**src/rtl/imem_loader_if.sv**
```systemverilog
// Byte-stream input and instruction-RAM write port of the boot loader.
// The slave modport is the loader side; master is the stream source / RAM side.
interface imem_loader_if #(
  parameter int ADDR_WIDTH = 9,
  parameter int D_WIDTH    = 32
);
  logic                  in_valid;
  logic [7:0]            in_data;
  logic                  in_ready;
  logic                  imem_we;
  logic [ADDR_WIDTH-1:0] imem_waddr;
  logic [D_WIDTH-1:0]    imem_wdata;

  modport master (
    output in_valid, in_data,
    input  in_ready, imem_we, imem_waddr, imem_wdata
  );

  modport slave (
    input  in_valid, in_data,
    output in_ready, imem_we, imem_waddr, imem_wdata
  );
endinterface

```
**src/rtl/imem_loader.sv**
```systemverilog
// Boot-time instruction memory writer: parses a framed byte stream (count, payload,
// XOR checksum), writes each word to IMEM and releases the CPU once the image verifies.
module imem_loader #(
  parameter int ADDR_WIDTH = 9,
  parameter int D_WIDTH    = 32
) (
  input  logic                clk,
  input  logic                reset,
  input  logic                start,
  imem_loader_if.slave        bus,
  output logic                cpu_hold,
  output logic                done,
  output logic                err,
  output logic [ADDR_WIDTH:0] words_written
);
  localparam int MEM_DEPTH      = 1 << ADDR_WIDTH;
  localparam int BYTES_PER_WORD = D_WIDTH / 8;
  localparam logic [ADDR_WIDTH:0] WW_ONE = (ADDR_WIDTH+1)'(1);

  typedef enum logic [2:0] {IDLE, HDR0, HDR1, DATA, CHK, DONE, ERR} state_t;

  state_t              state;
  logic [7:0]          cnt_hi;
  logic [7:0]          csum;
  logic [1:0]          byte_cnt;
  logic [23:0]         asm_r;
  logic [ADDR_WIDTH:0] n_words;
  logic                accept;
  logic [15:0]         n_hdr;

  assign accept = bus.in_valid && bus.in_ready;
  assign n_hdr  = {cnt_hi, bus.in_data};

  always_ff @(posedge clk or posedge reset) begin
    if (reset) begin
      state          <= IDLE;
      bus.in_ready   <= 1'b0;
      bus.imem_we    <= 1'b0;
      bus.imem_waddr <= '0;
      bus.imem_wdata <= '0;
      cpu_hold       <= 1'b1;
      done           <= 1'b0;
      err            <= 1'b0;
      words_written  <= '0;
      cnt_hi         <= '0;
      csum           <= '0;
      byte_cnt       <= '0;
      asm_r          <= '0;
      n_words        <= '0;
    end else begin
      bus.imem_we <= 1'b0;
      unique case (state)
        IDLE, DONE, ERR: begin
          if (start) begin
            state          <= HDR0;
            bus.in_ready   <= 1'b1;
            cpu_hold       <= 1'b1;
            done           <= 1'b0;
            err            <= 1'b0;
            words_written  <= '0;
            bus.imem_waddr <= '0;
            csum           <= '0;
            byte_cnt       <= '0;
          end
        end
        HDR0: begin
          if (accept) begin
            cnt_hi <= bus.in_data;
            state  <= HDR1;
          end
        end
        HDR1: begin
          if (accept) begin
            if ({16'd0, n_hdr} > 32'(MEM_DEPTH)) begin
              state        <= ERR;
              err          <= 1'b1;
              bus.in_ready <= 1'b0;
            end else if (n_hdr == 16'd0) begin
              state <= CHK;
            end else begin
              state   <= DATA;
              n_words <= n_hdr[ADDR_WIDTH:0];
            end
          end
        end
        DATA: begin
          if (accept) begin
            csum     <= csum ^ bus.in_data;
            byte_cnt <= byte_cnt + 2'd1;
            asm_r    <= {asm_r[15:0], bus.in_data};
            // words_written doubles as the write address; it counts completed words
            if (byte_cnt == 2'(BYTES_PER_WORD - 1)) begin
              bus.imem_we    <= 1'b1;
              bus.imem_wdata <= {asm_r, bus.in_data};
              bus.imem_waddr <= words_written[ADDR_WIDTH-1:0];
              words_written  <= words_written + WW_ONE;
              if (words_written + WW_ONE == n_words)
                state <= CHK;
            end
          end
        end
        CHK: begin
          if (accept) begin
            bus.in_ready <= 1'b0;
            if (bus.in_data == csum) begin
              state    <= DONE;
              done     <= 1'b1;
              cpu_hold <= 1'b0;
            end else begin
              state <= ERR;
              err   <= 1'b1;
            end
          end
        end
        default: begin
          state        <= IDLE;
          bus.in_ready <= 1'b0;
        end
      endcase
    end
  end
endmodule
```
**src/flat_wrapper.sv**
```systemverilog
// flat-port wrapper written by rule: the top's interface ports become plain ports
module imem_loader_flat 
#(
  parameter int ADDR_WIDTH = 9,
  parameter int D_WIDTH    = 32
)
  (clk, reset, start, cpu_hold, done, err, words_written, bus_in_valid, bus_in_data, bus_in_ready, bus_imem_we, bus_imem_waddr, bus_imem_wdata);
  imem_loader_if #(.ADDR_WIDTH(ADDR_WIDTH), .D_WIDTH(D_WIDTH)) bus_i ();
  input  logic clk;
  input  logic reset;
  input  logic start;
  output logic cpu_hold;
  output logic done;
  output logic err;
  output logic [ADDR_WIDTH:0] words_written;
  input wire logic [$bits(bus_i.in_valid)-1:0] bus_in_valid;
  input wire logic [$bits(bus_i.in_data)-1:0] bus_in_data;
  output wire logic [$bits(bus_i.in_ready)-1:0] bus_in_ready;
  output wire logic [$bits(bus_i.imem_we)-1:0] bus_imem_we;
  output wire logic [$bits(bus_i.imem_waddr)-1:0] bus_imem_waddr;
  output wire logic [$bits(bus_i.imem_wdata)-1:0] bus_imem_wdata;
  assign bus_i.in_valid = bus_in_valid;
  assign bus_i.in_data = bus_in_data;
  assign bus_in_ready = bus_i.in_ready;
  assign bus_imem_we = bus_i.imem_we;
  assign bus_imem_waddr = bus_i.imem_waddr;
  assign bus_imem_wdata = bus_i.imem_wdata;
  imem_loader #(.ADDR_WIDTH(ADDR_WIDTH), .D_WIDTH(D_WIDTH)) u_core (.clk(clk), .reset(reset), .start(start), .bus(bus_i), .cpu_hold(cpu_hold), .done(done), .err(err), .words_written(words_written));
endmodule
```
**config.mk**
```make
export PLATFORM = sky130hd
export DESIGN_NAME = imem_loader_flat
export DESIGN_NICKNAME = d
export VERILOG_FILES = /design/src/rtl/imem_loader_if.sv /design/src/rtl/imem_loader.sv /design/src/flat_wrapper.sv
export SDC_FILE = /design/constraint.sdc
export NUM_CORES = 1
export LEC_CHECK = 0
export ABC_AREA = 0
export CORE_MARGIN = 5
export CORE_UTILIZATION = 55
export CTS_CLUSTER_SIZE = 12
export DETAILED_ROUTE_END_ITERATION = 10
export HOLD_SLACK_MARGIN = 0.03
export PLACE_DENSITY = 0.9
export SLEW_MARGIN = 15
export SYNTH_ARGS = -nofsm -noshare
export SYNTH_HDL_FRONTEND = slang
export SYNTH_SLANG_ARGS = --single-unit
export TNS_END_PERCENT = 1
```
**constraint.sdc**
```tcl
create_clock -name clk -period 3.85 [get_ports clk]
set_input_delay 0.5775 -clock clk [delete_from_list [all_inputs] [get_ports clk]]
set_output_delay 0.5775 -clock clk [all_outputs]
set_load 0.01 [all_outputs]
```
# Yosys cells after proc, flatten, opt, wreduce, memory -nomap -nowiden

Cells that the tools add are included.

Add/sub/neg operators: 2
Magnitude comparators: 1
Equality and inequality tests: 19
Muxes and demuxes: 45
Bitwise gates (word level): 4
Reduce and logical (&&, ||, !) cells: 18

Operators with widths:

| cell                                                                               | count |
|---|---|
| 10-bit two-way mux                                                                 | 3 |
| 3-bit two-way mux                                                                  | 9 |
| 9-bit two-way mux                                                                  | 3 |
| 10-bit case mux with 2 select lines                                                | 1 |
| 9-bit case mux with 2 select lines                                                 | 1 |
| 16-bit by 10-bit greater-than comparator with 1-bit output (second input constant) | 1 |
| 16-bit zero test                                                                   | 1 |
| 1-bit two-way mux                                                                  | 16 |
| 8-bit two-way mux                                                                  | 2 |
| 2-bit by 1-bit inequality test with 1-bit output (second input constant)           | 8 |
| 8-bit case mux with 2 select lines                                                 | 1 |
| 3-bit case mux with 5 select lines                                                 | 1 |
| 4-bit AND reduction                                                                | 3 |
| 10-bit by 1-bit adder with 10-bit output (second input constant)                   | 1 |
| 10-bit equality test                                                               | 1 |
| 3-bit equality test (second input constant)                                        | 3 |
| 8-bit equality test                                                                | 1 |
| 8-bit XOR                                                                          | 1 |
| 7-bit AND reduction                                                                | 1 |
| 3-bit by 2-bit equality test with 1-bit output (second input constant)             | 2 |
| 2-bit two-way mux                                                                  | 3 |
| 3-bit AND reduction                                                                | 2 |
| 6-bit AND reduction                                                                | 1 |
| 5-bit AND reduction                                                                | 1 |
| other kinds (16)                                                                   | 22 |

Bits in registers: 111
Bits of input ports: 12
Output and inout port bits: 56

# Logic depth before layout (Yosys ltp)

Gate-level depths: netlist of the first run.

Depth after elaboration: 6
Depth in mapped cells: 10
Mapped depth without buffers: 7

# Worst setup path after synthesis of the first run

OpenSTA, ideal clock, no wires.

Path type: input -> register
Start point: input port bus_in_data[1]
End point: register u_core.n_words[0]
Library setup time: 0.125 ns
Arrival: 1.818 ns
Data required time: 3.725 ns
Setup slack: 1.907 ns
Stages: 6
Buffers on the path: 1
Cell sequence: nor4_1 > nand3_1 > xor2_1 > and4_1 > buf_6 > mux2_4

Cells in the longest elaborated chain, start to end: 3
Elaborated cells on any way between the ends: 5
Those cells by class: 1 x order compare; 2 x bitwise; 2 x reduce/logical

RTL lines:

| element                                                                                               | RTL line                             | source |
|---|---|---|
| from (decl)                                                                                           | flat_wrapper.sv:17                   | `input wire logic [$bits(bus_i.in_data)-1:0] bus_in_data;` |
| 16-bit by 10-bit greater-than comparator with 1-bit output / 16-bit zero test (equally long branches) | imem_loader.sv:74, imem_loader.sv:78 |  |
| 1-bit NOT (no source line)                                                                            | --                                   |  |
| 4-bit AND reduction (no source line) *                                                                | --                                   |  |
| to (signal assigned)                                                                                  | imem_loader.sv:82                    | `n_words <= n_hdr[ADDR_WIDTH:0];` |
| to (decl)                                                                                             | imem_loader.sv:27                    | `logic [ADDR_WIDTH:0] n_words;` |

Every way passes the cells marked *; elsewhere a longest branch is shown, timed or not.
A chain may end at the register's enable or synchronous reset.

# Worst setup path in the final report of the first run

Start point: input port bus_in_data[1]
End point: register u_core.n_words[9]

Same word-level chain as after synthesis.

==> metrics.md, run 1 <==
| Metric | Value |
|---|---|
| Drt total wl | `12.6 mm` |
| Cts bufs inserted | `9` |
| Slew headroom | `0.469` |
| Via count | `4215` |
| Syn nets | `579` |
| Yosys cell types | `58` |
| Vias per cell | `5.72` |
| First-pass GRT wire length | `20.7 mm` |
| Final period utilization | `0.669` |
| Antenna violations before repair | `0` |
| Core Rows | `35` |
| Critical-path maximum fanout | `10` |
| Clk buf depth | `2` |
| Clk pwr share | `0.241` |
| Area Growth Syn to Fin | `18.0%` |
| Final hold vios | `0` |
| Worst-path clk slew | `0.11 ns` |
| Mapped Cells | `565` |
| Detailed-route DRC error count | `0` |
| Total GRT Usage | `0.226` |
| Transition time at the pin with the least slew margin | `0.796 ns` |
| Reg2Reg Depth | `6` |
| Status | `finished, final reports clean` |
| Achievable Freq | `388 MHz` |
| Core area | `9200 um2` |
| Share of layout cells above drive strength 1 | `0.0831` |
| Critical path required time | `4.11 ns` |
| Most frequent cells in the layout | `nand2_1 (225), dfrtp_1 (110), clkdlybuf4s50_1 (67)` |
| Sw Pwr | `0.00106 W` |
| Power Dens Cells | `491 nW/um2` |
| Min-Delay Path Class | `register to register` |
| Max-cap violations | `0` |
| Placer Congestion | `0.905` |
| Final setup fails | `0` |
| Kind of critical path | `primary input to register` |
| Top cell type's share of synthesized area | `0.533` |
| Resize count post-CTS | `0` |
| Hold Path Depth | `2` |
| Worst hold slack | `0.465 ns` |
| Drt first-iter violations | `244` |
| Routed wire per std cell | `17.0 um` |
| # hold bufs at CTS | `0` |
| Overflow after GRT | `0` |
| Synth Register Bits | `111` |
| RSZ-0062 raised after global routing | `false` |
| EDFF count, synth | `0` |
| Most common cell after layout, fill and taps aside | `nand2_1` |
| Clock Latency Late Sink | `0.38 ns` |
| Die Width | `107 um` |
| Synthesized area | `5160 um2` |
| PortBufs | `67` |
| Post-CTS Setup Repair Bufs | `0` |
| Initial core utilization | `0.561` |
| Final Max Slew Viols | `0` |
| Worst Setup End Kind | `register` |
| Drt pass-1 iters | `4` |
| Max incr delay on CP | `0.63 ns` |
| Worst-case clock skew | `0.0130 ns` |
| Internal Power | `0.00193 W` |
| Top cell type by total area after synthesis | `dfrtp_1` |
| Register Area | `2780 um2` |
| Post-layout min period | `2.58 ns` |
| Worst Setup Start Kind | `primary input` |
| CTS H-tree depth | `3` |
| Fill cell count | `724` |
| Sink Count | `111` |
| Chip Height | `107 um` |
| Mean Syn Cell Area | `9.13 um2` |
| CTS tree | `yes` |
| CP arrival | `2.84 ns` |
| Flop pwr share | `0.510` |
| Max IR drop VDD | `0.288 mV` |
| # diodes | `0` |
| Top FF cell, synth | `dfrtp_1` |
| Setup TNS | `0 ns` |
| Crit path cell chain | `clkdlybuf4s50_1 > nor4_1 > nand3_1 > xor2_1 > and4_1 > mux2_4` |
| Synth top area cells | `dfrtp_1 (53%), nand2_1 (16%), o21ai_0 (3.0%)` |
| Synth warn | `0` |
| Part of the power in combinational logic | `0.249` |
| Final nets | `635` |
| Async S/R FF share, synth | `1.00` |
| Multi-input gate area | `2200 um2` |
| Post-DP HPWL | `8.51 mm` |
| DIE AREA | `11400 um2` |
| Final ANT Viol Nets | `0` |
| Leak | `2.99 nW` |
| Number of global-route vias before repair | `4228` |
| I/O Pins | `68` |
| Switching share of power | `0.355` |
| Largest net degree at the start of global routing | `62` |
| Critical Path Slowest Stage Cell | `and4_1` |
| CTS root buffer | `clkbuf_8` |
| Register area share after synthesis | `0.539` |
layout make-up:
cell class	instances	area share
clock buffers	10	0.0226
flip-flops and latches	111	0.457
multi-input cells	415	0.361
well taps	111	0.0228
inverters	10	0.00658
clock inverters	6	0.0119
repair buffers	74	0.119
state kept, by name (all words and copies together), names as in the netlist:
name,cells
u_core.bus.imem_wdata,32
u_core.bus.imem_we,1
u_core.done,1
u_core.asm_r,24
u_core.n_words,10
u_core.byte_cnt,2
u_core.cpu_hold,1
u_core.csum,8
u_core.cnt_hi,8
u_core.words_written,10
u_core.bus.in_ready,1
u_core.state,3
u_core.bus.imem_waddr,9
u_core.err,1
metal layers:
metal | wire, um | global-route usage
met1 | 5130 | 0.290
met2 | 6280 | 0.383
met3 | 835 | 0.0415
met4 | 315 | 0.0822
met5 | 0 | 0
cell usage after synthesis (2+ instances only):
master    number
nand2_1      225
dfrtp_1      110
o21ai_0       31
nor2_1        24
nand3_1       20
xnor2_1       14
clkbuf_1      13
buf_2         12
mux2_4        10
inv_1          9
xor2_1         9
mux2_2         8
a21oi_1        7
nor3_1         5
a31oi_1        4
nand2b_1       3
o21ai_1        3
o311ai_1       3
o31ai_1        3
and2_1         2
and3_1         2
and4_1         2
buf_6          2
ha_1           2
nand3_2        2
nand4_1        2
nor2b_1        2
nor3_2         2
nor4_1         2
nor4b_1        2
o22ai_1        2
or2_1          2
power by group through the flow:
stage	Combinational, W	Clock, W	Sequential (W)
after floorplan	0.000622	0	0.00144
after global placement	0.000712	0	0.00153
after CTS	0.000744	0.000731	0.00152
after global routing	0.000829	0.000782	0.00155
final	0.000744	0.000722	0.00152
after detailed placement	0.000735	0	0.00154
logic make-up after synthesis:
family / share of synthesized area
AND/OR/NAND/NOR: 0.249
flip-flops: 0.539
AO/OA/AOI/OAI: 0.0834
buffers and inverters: 0.0369
XOR/XNOR: 0.0390
multiplexers: 0.0485
adder cells (fa/ha/maj): 0.00485
stage by stage:
stage,std cells,instance area (um2),power (W),worst slack [ns],utilization
final,737,6090,0.00299,1.27,0.662
after global routing,737,6090,0.00316,1.15,0.662
after CTS,737,6090,0.00299,1.28,0.662
after detailed placement,721,5880,0.00227,0.907,0.639
after global placement,721,5880,0.00224,1.02,0.639
after floorplan,565,5160,0.00206,0.344,-
path summary, 6_finish.rpt:
check	startpoint	endpoint	slack (ns)
setup / recovery	bus_in_data[1]	u_core.n_words[9]$_DFFE_PP0P_	1.27
hold / removal	u_core.cpu_hold$_DFFE_PP1P_	u_core.cpu_hold$_DFFE_PP1P_	0.46
setup reg to reg	u_core.state[1]$_DFFE_PP0P_	u_core.bus.imem_waddr[3]$_DFFE_PP0P_	1.58
hold reg to reg	u_core.cpu_hold$_DFFE_PP1P_	u_core.cpu_hold$_DFFE_PP1P_	0.46
max in group asynchronous	reset	u_core.n_words[7]$_DFFE_PP0P_	2.32
min in group asynchronous	reset	u_core.bus.imem_waddr[4]$_DFFE_PP0P_	0.69
worst max-delay path: cells and delay by family:
| kind | cells | cell delay [ns] |
|---|---|---|
| simple gates | 3 | 1.16 |
| buf+inv | 1 | 0.54 |
| xor+xnor | 1 | 0.21 |
| mux | 1 | 0.35 |
Note: power is estimated with default switching activity, not from simulation.
==> run 2: changes to the inputs <==
- CORE_UTILIZATION: 55 -> 50
- PLACE_DENSITY: 0.9 -> 0.86
- clock period: 3.85 -> 2.3 ns (I/O delays scaled with it)
==> metrics.md, run 2 (synthesis gave the netlist of run 1 again) <==
| Metric | Value |
|---|---|
| Internal Power | `0.00326 W` |
| Total GRT Usage | `0.203` |
| Fill cell count | `862` |
| I/O Pins | `68` |
| Post-DP HPWL | `8.75 mm` |
| Reg2Reg Depth | `7` |
| DIE AREA | `12500 um2` |
| Slew headroom | `0.615` |
| Worst reg2reg setup slack | `0.12 ns` |
| Final ANT Viol Nets | `0` |
| Core area | `10200 um2` |
| Largest register FFs | `32` |
| Routed wire per std cell | `15.8 um` |
| Final Max Slew Viols | `0` |
| Resize count post-CTS | `0` |
| Worst-case clock skew | `0.0148 ns` |
| Most common cell after layout, fill and taps aside | `nand2_1` |
| Max IR drop VDD | `0.520 mV` |
| Area post-placement | `6110 um2` |
| Transition time at the pin with the least slew margin | `0.577 ns` |
| First-pass GRT wire length | `20.9 mm` |
| Chip Height | `112 um` |
| Final Worst Setup Slack | `0.117 ns` |
| Largest register by flop count | `u_core.bus.imem_wdata` |
| Min-Delay Path Class | `primary input to asynchronous set/reset pin` |
| Share of layout cells above drive strength 1 | `0.113` |
| Critical-path maximum fanout | `5` |
| Detailed-route DRC error count | `0` |
| Sw Pwr | `0.00180 W` |
| CTS root buffer | `clkbuf_8` |
| Fin area | `6320 um2` |
| PortBufs | `67` |
| Kind of critical path | `register to register` |
| CP arrival | `2.45 ns` |
| Overflow after GRT | `0` |
| Die Width | `112 um` |
| Power Dens Cells | `801 nW/um2` |
| Worst Setup End Kind | `register` |
| Status | `finished, final reports clean` |
| Vias per cell | `5.44` |
| RSZ-0062 raised after global routing | `false` |
| Worst Setup Start Kind | `register` |
| Cts bufs inserted | `9` |
| Number of global-route vias before repair | `4330` |
| Worst-path clk slew | `0.11 ns` |
| Most frequent cells in the layout | `nand2_1 (225), dfrtp_1 (110), clkdlybuf4s50_1 (67)` |
| Pre-CTS setup slack | `-0.0562 ns` |
| Initial core utilization | `0.507` |
| Core Rows | `37` |
| Drt pass-1 iters | `5` |
| CTS tree | `yes` |
| Drt total wl | `12.3 mm` |
| Leak | `3.09 nW` |
| Sink Count | `111` |
| Post-layout min period | `2.18 ns` |
| Clk pwr share | `0.237` |
| # diodes | `0` |
| Area Growth Syn to Fin | `22.5%` |
| Final nets | `655` |
| Final period utilization | `0.949` |
| Largest net degree at the start of global routing | `112` |
| Placer Congestion | `0.882` |
| Critical path required time | `2.57 ns` |
| Final setup fails | `0` |
| Antenna violations before repair | `0` |
| Via count | `4255` |
| Achievable Freq | `458 MHz` |
| Post-CTS Setup Repair Bufs | `0` |
| Switching share of power | `0.356` |
| Part of the power in combinational logic | `0.263` |
| Largest regs | `u_core.bus.imem_wdata (32), u_core.asm_r (24)` |
| CTS H-tree depth | `3` |
| Clock Latency Late Sink | `0.38 ns` |
| Final hold vios | `0` |
| Max-cap violations | `0` |
| Flop pwr share | `0.500` |
| Clk buf depth | `2` |
| # hold bufs at CTS | `0` |
| Drt first-iter violations | `256` |
## run 2: cell types whose count changed in the layout (fill, tap and decap cells not counted)
cell and delta:
buf_4 +16, clkinv_4 +1, clkbuf_8 -1, inv_6 -1, ha_2 +1, ha_1 -1
clkinvlp_4 +2, inv_12 +1, inv_8 -1, buf_12 +4, inv_4 -1
## run 2: final cells by class
cell class              count  area (um2)  area share
well taps                 136         170      0.0269
clock inverters             7        85.1      0.0135
clock buffers               9         124      0.0196
repair buffers             94         923       0.146
flip-flops and latches    111        2780       0.440
multi-input cells         415        2200       0.348
inverters                  10        41.3     0.00653
## run 2: layer usage
metal,up-vias,track usage,share of wire
met4,0,0.0495,0.013
li1,2009,-,-
met5,-,0,0
met2,133,0.355,0.51
met1,2097,0.257,0.42
met3,16,0.0446,0.058
## run 2: final timing paths
| check | from | end |
|---|---|---|
| worst min register to register | u_core.cpu_hold$_DFFE_PP1P_ | u_core.cpu_hold$_DFFE_PP1P_ |
| max in group asynchronous | reset | u_core.state[0]$_DFFE_PP0P_ |
| min in group clk | u_core.cpu_hold$_DFFE_PP1P_ | u_core.cpu_hold$_DFFE_PP1P_ |
| worst max register to register | u_core.words_written[1]$_DFFE_PP0P_ | u_core.state[0]$_DFFE_PP0P_ |
| worst min-delay path | reset | u_core.bus.imem_we$_DFF_PP0_ |
| worst max-delay path | u_core.words_written[1]$_DFFE_PP0P_ | u_core.state[0]$_DFFE_PP0P_ |
## run 2: per-stage QoR
step	utilization	TNS (ns)	cells	hold WS, ns	total power [W]
2_1_floorplan	-	0	565	0.439	0.00346
3_3_place_gp	0.600	-0.0981	766	0.462	0.00382
3_5_place_dp	0.600	-0.520	766	0.451	0.00388
4_1_cts	0.620	0	782	0.467	0.00507
5_1_grt	0.621	0	782	0.493	0.00537
6_report	0.621	0	782	0.466	0.00507
## run 2: critical path, cell delays in order, from the launching register on
cell and delay (ns):
dfrtp_1 0.45, ha_2 0.28, nand3_1 0.18, xnor2_1 0.20, nor4b_1 0.33, and4_1 0.24
a31oi_1 0.12, o31a_1 0.27
## run 2: power groups by stage
stage          Sequential, W  Combinational, W  Clock [W]
2_1_floorplan        0.00241           0.00104          0
3_3_place_gp         0.00254           0.00128          0
3_5_place_dp         0.00255           0.00133          0
4_1_cts              0.00252           0.00134    0.00122
5_1_grt              0.00256           0.00149    0.00132
6_report             0.00253           0.00133    0.00120
==> run 3: changes to the inputs <==
- TNS_END_PERCENT: 1 -> default
==> results of run 3 <==
Same layout as run 2: the final DEF is identical, and so are final timing and power.
